[src/rtl/snn_tdm_layer_if.sv]
// Control, spike and weight-write bundle for one snn_tdm_layer.
// The layer is the slave; whatever sequences timesteps and loads weights is the master.
interface snn_tdm_layer_if #(
    parameter int N_IN  = 4,
    parameter int N_OUT = 4,
    parameter int WW    = 8,
    parameter int AW    = 4
);
    logic                 start;
    logic [N_IN-1:0]      in_spikes;
    logic                 w_we;
    logic [AW-1:0]        w_addr;
    logic signed [WW-1:0] w_data;
    logic                 busy;
    logic                 done;
    logic [N_OUT-1:0]     out_spikes;

    modport master (
        output start, in_spikes, w_we, w_addr, w_data,
        input  busy, done, out_spikes
    );

    modport slave (
        input  start, in_spikes, w_we, w_addr, w_data,
        output busy, done, out_spikes
    );
endinterface

[src/rtl/snn_tdm_layer.sv]
// Time-multiplexed fully-connected leaky integrate-and-fire layer: one adder
// sweeps every synapse (neuron-major, input-minor) once per start strobe.
module snn_tdm_layer #(
    parameter int                   N_IN       = 4,
    parameter int                   N_OUT      = 4,
    parameter int                   WW         = 8,
    parameter int                   VW         = 16,
    parameter logic signed [VW-1:0] THRESH     = 100,
    parameter int                   LEAK_SHIFT = 3,
    localparam int                  N_SYN      = N_IN * N_OUT,
    localparam int                  AW         = (N_SYN > 1) ? $clog2(N_SYN) : 1
) (
    input  logic          clk,
    input  logic          rst,
    snn_tdm_layer_if.slave s_bus
);
    localparam int IW = (N_IN > 1) ? $clog2(N_IN) : 1;
    localparam int JW = (N_OUT > 1) ? $clog2(N_OUT) : 1;
    localparam int EW = VW + $clog2(N_IN) + WW;
    localparam logic signed [EW-1:0] V_MAX = EW'((64'sd1 <<< (VW - 1)) - 64'sd1);
    localparam logic signed [EW-1:0] V_MIN = ~V_MAX;

    typedef enum logic [1:0] {S_IDLE, S_ACCUM, S_FIRE} state_t;

    state_t               r_state;
    logic [N_IN-1:0]      r_spk_q;
    logic [IW-1:0]        r_i;
    logic [JW-1:0]        r_j;
    logic signed [EW-1:0] r_acc;
    logic signed [VW-1:0] r_v [N_OUT];
    logic signed [WW-1:0] r_w [N_SYN];
    logic [N_OUT-1:0]     r_spk_next;
    logic [N_OUT-1:0]     r_out_spikes;
    logic                 r_busy;
    logic                 r_done;

    logic [AW-1:0]        w_rd_addr;
    logic signed [EW-1:0] w_term;
    logic signed [EW-1:0] w_acc_final;
    logic signed [VW-1:0] w_v_cur;
    logic signed [EW-1:0] w_v_ext;
    logic signed [EW-1:0] w_leak;
    logic signed [EW-1:0] w_v_new;
    logic signed [VW-1:0] w_v_sat;
    logic                 w_fire;
    logic [N_OUT-1:0]     w_spk_merged;

    // NOTE: the weight store is cleared by rst like any other state, so it must stay a
    // register array rather than a RAM macro; a read colliding with a write sees the old word.
    always_ff @(posedge clk) begin
        if (rst) begin
            for (int k = 0; k < N_SYN; k++) r_w[k] <= '0;
        end else if (s_bus.w_we && (32'(s_bus.w_addr) < N_SYN)) begin
            r_w[s_bus.w_addr] <= s_bus.w_data;
        end
    end

    always_comb begin
        w_rd_addr   = AW'(32'(r_i) * N_OUT + 32'(r_j));
        w_term      = '0;
        if (r_spk_q[r_i]) w_term = EW'(r_w[w_rd_addr]);
        w_acc_final = r_acc + w_term;

        w_v_cur = r_v[r_j];
        w_v_ext = EW'(w_v_cur);
        w_leak  = '0;
        if (LEAK_SHIFT > 0) w_leak = w_v_ext >>> LEAK_SHIFT;
        w_v_new = w_v_ext - w_leak + w_acc_final;

        // Wide intermediate plus clamp: the membrane pins at the rails instead of wrapping.
        if (w_v_new > V_MAX) begin
            w_v_sat = V_MAX[VW-1:0];
        end else if (w_v_new < V_MIN) begin
            w_v_sat = V_MIN[VW-1:0];
        end else begin
            w_v_sat = w_v_new[VW-1:0];
        end

        w_fire            = (w_v_sat >= THRESH);
        w_spk_merged      = r_spk_next;
        w_spk_merged[r_j] = w_fire;
    end

    always_ff @(posedge clk) begin
        if (rst) begin
            r_state      <= S_IDLE;
            r_spk_q      <= '0;
            r_i          <= '0;
            r_j          <= '0;
            r_acc        <= '0;
            r_spk_next   <= '0;
            r_out_spikes <= '0;
            r_busy       <= 1'b0;
            r_done       <= 1'b0;
            for (int k = 0; k < N_OUT; k++) r_v[k] <= '0;
        end else begin
            r_done <= 1'b0;
            case (r_state)
                S_IDLE: begin
                    if (s_bus.start) begin
                        r_spk_q <= s_bus.in_spikes;
                        r_i     <= '0;
                        r_j     <= '0;
                        r_acc   <= '0;
                        r_busy  <= 1'b1;
                        r_state <= S_ACCUM;
                    end
                end
                S_ACCUM: begin
                    if (32'(r_i) == N_IN - 1) begin
                        r_v[r_j]   <= w_fire ? '0 : w_v_sat;
                        r_spk_next <= w_spk_merged;
                        r_acc      <= '0;
                        r_i        <= '0;
                        if (32'(r_j) == N_OUT - 1) begin
                            r_j          <= '0;
                            r_out_spikes <= w_spk_merged;
                            r_done       <= 1'b1;
                            r_state      <= S_FIRE;
                        end else begin
                            r_j <= r_j + 1'b1;
                        end
                    end else begin
                        r_acc <= w_acc_final;
                        r_i   <= r_i + 1'b1;
                    end
                end
                S_FIRE: begin
                    r_busy  <= 1'b0;
                    r_state <= S_IDLE;
                end
                default: r_state <= S_IDLE;
            endcase
        end
    end

    assign s_bus.busy       = r_busy;
    assign s_bus.done       = r_done;
    assign s_bus.out_spikes = r_out_spikes;
endmodule

[src/flat_wrapper.sv]
// flat-port wrapper written by rule: the top's interface ports become plain ports
module snn_tdm_layer_flat 
#(
    parameter int                   N_IN       = 4,
    parameter int                   N_OUT      = 4,
    parameter int                   WW         = 8,
    parameter int                   VW         = 16,
    parameter logic signed [VW-1:0] THRESH     = 100,
    parameter int                   LEAK_SHIFT = 3,
    localparam int                  N_SYN      = N_IN * N_OUT,
    localparam int                  AW         = (N_SYN > 1) ? $clog2(N_SYN) : 1
)
  (clk, rst, s_bus_start, s_bus_in_spikes, s_bus_w_we, s_bus_w_addr, s_bus_w_data, s_bus_busy, s_bus_done, s_bus_out_spikes);
  snn_tdm_layer_if #(.N_IN(N_IN), .N_OUT(N_OUT), .WW(WW), .AW(4)) s_bus_i ();
  input  logic clk;
  input  logic rst;
  input wire logic [$bits(s_bus_i.start)-1:0] s_bus_start;
  input wire logic [$bits(s_bus_i.in_spikes)-1:0] s_bus_in_spikes;
  input wire logic [$bits(s_bus_i.w_we)-1:0] s_bus_w_we;
  input wire logic [$bits(s_bus_i.w_addr)-1:0] s_bus_w_addr;
  input wire logic [$bits(s_bus_i.w_data)-1:0] s_bus_w_data;
  output wire logic [$bits(s_bus_i.busy)-1:0] s_bus_busy;
  output wire logic [$bits(s_bus_i.done)-1:0] s_bus_done;
  output wire logic [$bits(s_bus_i.out_spikes)-1:0] s_bus_out_spikes;
  assign s_bus_i.start = s_bus_start;
  assign s_bus_i.in_spikes = s_bus_in_spikes;
  assign s_bus_i.w_we = s_bus_w_we;
  assign s_bus_i.w_addr = s_bus_w_addr;
  assign s_bus_i.w_data = s_bus_w_data;
  assign s_bus_busy = s_bus_i.busy;
  assign s_bus_done = s_bus_i.done;
  assign s_bus_out_spikes = s_bus_i.out_spikes;
  snn_tdm_layer #(.N_IN(N_IN), .N_OUT(N_OUT), .WW(WW), .VW(VW), .THRESH(THRESH), .LEAK_SHIFT(LEAK_SHIFT)) u_core (.clk(clk), .rst(rst), .s_bus(s_bus_i));
endmodule
[config.mk]
export PLATFORM = sky130hd
export DESIGN_NAME = snn_tdm_layer_flat
export DESIGN_NICKNAME = d
export VERILOG_FILES = /design/src/rtl/snn_tdm_layer_if.sv /design/src/rtl/snn_tdm_layer.sv /design/src/flat_wrapper.sv
export SDC_FILE = /design/constraint.sdc
export NUM_CORES = 1
export LEC_CHECK = 0
export BUFFER_PORTS_ARGS = -buffer_cell sky130_fd_sc_hd__buf_2
export CORE_MARGIN = 4
export CORE_UTILIZATION = 65
export CTS_CLUSTER_DIAMETER = 150
export DETAILED_ROUTE_END_ITERATION = 8
export PLACE_DENSITY = 0.93
export SLEW_MARGIN = 40
export SYNTH_ARGS = -nofsm -noshare
export SYNTH_HDL_FRONTEND = slang
export SYNTH_SLANG_ARGS = --single-unit
[constraint.sdc]
create_clock -name clk -period 21.8 [get_ports clk]
set_clock_uncertainty 0.1 [all_clocks]
set_input_delay 2.18 -clock clk [delete_from_list [all_inputs] [get_ports clk]]
set_output_delay 2.18 -clock clk [all_outputs]
set_load 0.005 [all_outputs]
==> results.ini <==
[run_status]
status = completed

[cts]
cts_max_level = 1
cts_resized = 0
cts_max_path_buffers = 3
path_clk_slew_ns = 0.06
ctsHoldBuffers = 0
cts_buffers = 26
cts-root-buf = clkbuf_16
cts_tree = built
clk_latency_ns = 0.55
postCtsSetupRepairBufs = 0
clock-sinks = 239

[pwr]
p_switching_mw = 0.363
p_leak_nw = 5.97
p_sw_frac = 0.296
irDropWorstVdd_uv = 74.9
pwr-share-seq = 0.423
p_int_mw = 0.866
p_clk_frac = 0.360
combinationalPowerShare = 0.217
power_density_mw_per_mm2 = 78.7

[worst_setup_path]
critPathKind = flip-flop to flip-flop
startpoint_type = flip-flop
cp_data_arrival_time_ns = 9.30
max_stage_delay_ns = 0.70
critPathRequiredTime_ns = 22.10
cpMaxStageDelayCell = dfxtp_2
ff2ff_path_depth = 25
crit_path_end_kind = flip-flop
cp_max_fo = 21

[finish]
multi_input_area_mm2 = 0.00725
fin_cells = 1582
area_delta_synth_final_pct = 8.67
layout-drive-gt1-share = 0.146
final-seq-area_mm2 = 0.00671
nFillCells = 1351
antenna_cells = 0
finalCoreUtilization = 0.718
fin_area_mm2 = 0.0156
nets = 1375

[sta]
relSlewSlack = 0.428
finalSetupTns_ns = 0
post-route-period-util = 0.413
post-route-min-period_ns = 9.00
rsz0062_at_grt = false
hold_viol_final = 0
fmax_ghz = 0.111
worstMarginPinSlew_ns = 0.856
drv_slew = 0
setup_violations = 0

[logic_synthesis]
synth_top_area_frac = 0.401
synthAdderAreaFrac = 0.0651
netlist_instances = 1272
synth_top_family_by_area = simple AND/OR/NAND/NOR gates
synth_seq_area_share = 0.467
synth-xor-area-share = 0.0346
ys.warnings.count = 0
synth_area_leaders = edfxtp_1 40%, mux4_2 8.8%, dfxtp_1 6.5%
synth_cell_types = 77
syn-num-nets = 1365
syn_area_mm2 = 0.0144
yosys.area_share.simple = 0.180
synthArstFlopShare = 0
ys_ff_latch = 239
synth_edf_count = 192
synth_ff_type = edfxtp_1
synth_compound_area_frac = 0.119
muxShareOfSynthArea = 0.103
synth_top_cell_by_area = edfxtp_1
avgSynthCellArea_um2 = 11.3

[die]
die_h_um = 157
fp.dieW_um = 157
io_pins = 26
coreArea_mm2 = 0.0218
rows = 54
start_util = 0.661
dieArea_mm2 = 0.0246

[routing]
route.layer.met1.wl_mm = 12.7
vias = 10463
wl_met2_mm = 17.5
routed_wl_mm = 33.9
initialDrtViolationCount = 995
drtPass1Iterations = 5
drc = 0
postRouteAntennaNets = 0
met3_length_mm = 2.24
via_per_inst = 6.61
routed.top_layer = met4
post_drt_wl_per_cell_um = 21.4

[job]
cap_viol_max_count = 0

[placement]
hpwl_mm = 22.9
portBuffers = 25
dp.cells = 1534
placed_area_mm2 = 0.0147
gp_congestion = 0.910

[grt]
grt_pass1_vias = 10356
grt_first_pass_wirelength_mm = 54.0
grt_max_degree = 65
grt_usage = 0.277
antenna_found_initial = 0
overflow = 0

[hold_path]
min_path_cells = 2
hold_class = flip-flop to flip-flop

[power groups by stage]
stage	Sequential, mW	Clock (mW)	Combinational, mW
2_1_floorplan	0.525	0	0.205
5_1_grt	0.521	0.469	0.287
4_1_cts	0.520	0.447	0.261
3_5_place_dp	0.529	0	0.257
6_report	0.520	0.443	0.266
3_3_place_gp	0.527	0	0.247
[state kept, by name (all words and copies together), names as in the netlist, named ones only]
signal / flops
u_core.r_acc: 26
u_core.r_i: 2
u_core.r_j: 2
u_core.r_spk_next: 3
u_core.r_spk_q: 4
u_core.r_state: 2
u_core.r_v: 64
u_core.r_w: 128
u_core.s_bus.busy: 1
u_core.s_bus.done: 1
u_core.s_bus.out_spikes: 4
[per-layer routing]
layer	up-vias	GRT usage
met5	-	0
met4	0	0.111
met3	104	0.0382
met2	518	0.495
met1	5049	0.340
li1	4792	-
[path summary, 6_finish.rpt]
kind,start,endpoint,slack [ns]
worst max register to register,u_core.r_j[0],u_core.s_bus.out_spikes[1],12.80
worst max-delay path,u_core.r_j[0],u_core.s_bus.out_spikes[1],12.80
worst min register to register,u_core.s_bus.out_spikes[2],u_core.s_bus.out_spikes[2],0.39
worst min-delay path,u_core.s_bus.out_spikes[2],u_core.s_bus.out_spikes[2],0.39
[metrics by stage]
stage          power [mW]  hold slack [ns]  setup slack [ns]
2_1_floorplan       0.730            0.354             13.90
3_3_place_gp        0.774            0.363             13.04
3_5_place_dp        0.786            0.363             12.93
4_1_cts              1.23            0.388             12.84
5_1_grt              1.28            0.429             12.21
6_report             1.23            0.387             12.80
[synthesized netlist by cell type, types with 5 or more instances]
cell and number:
a31o_2 6, mux2i_1 19, o21a_1 13, a211oi_1 7, o21ai_0 51, a21o_1 19, nand2b_1 8, clkbuf_1 41
edfxtp_1 192, ha_1 70, o21bai_1 7, a311oi_2 6, nand2_1 64, mux4_2 56, a22oi_1 27, and3_1 11
buf_6 8, a21oi_1 46, buf_1 10, a31oi_1 7, and2_1 133, or2_2 8, nor2b_1 18, nand3_1 14
nor3_1 81, or3_1 7, inv_1 43, xor2_1 17, nand4_1 5, xnor2_1 32, dfxtp_1 47, nor3_4 6
nor2_1 105, o31ai_1 7
[worst max-delay path, delay by kind of cell (launching register included)]
kind,cells,cell delay [ns]
buf+inv,1,0.48
compound gates,11,3.47
simple gates,6,1.38
mux,3,1.45
fa+ha+maj,3,1.06
flops,1,0.70
xor+xnor,1,0.19
[cell usage in the layout (no fill, tap or decap), types with 5 or more instances in the layout]
cell type,n
and2_1,133
dfxtp_1,46
a311oi_2,6
a31oi_1,7
clkbuf_1,5
clkbuf_16,26
buf_4,20
o21bai_1,6
a22oi_1,27
nand2_1,64
a31o_2,6
nor3_1,80
nand3_1,14
nand4_1,5
or2_2,8
o21ai_1,9
nor3_4,6
nand2b_1,8
xnor2_1,31
a211oi_1,7
a21oi_1,46
or3_1,7
ha_1,70
o21ai_0,44
buf_2,25
nor2b_1,18
edfxtp_1,192
clkinv_2,5
mux4_2,56
inv_1,43
mux2i_1,19
nor2_1,105
xor2_1,17
and3_1,11
o21a_1,12
a21o_1,19
[final cells by class]
cell class,instances,share of cell area
multi-input combinational,926,0.464
sequential,239,0.429
clock buffer,32,0.0437
tap,280,0.0224
timing repair buffer,45,0.0176
clock inverter,16,0.0119
inverter,44,0.0106
[kinds of logic (layout without fill, tap and decap cells)]
kind of cell	count (synthesis)	count (layout)
AO/OA/AOI/OAI	242	242
XOR/XNOR	52	52
adder cells (fa/ha/maj)	73	73
buffers and inverters	107	137
flip-flops	239	239
multiplexers	77	77
AND/OR/NAND/NOR	482	482
Power figures use the tool's default switching activity.
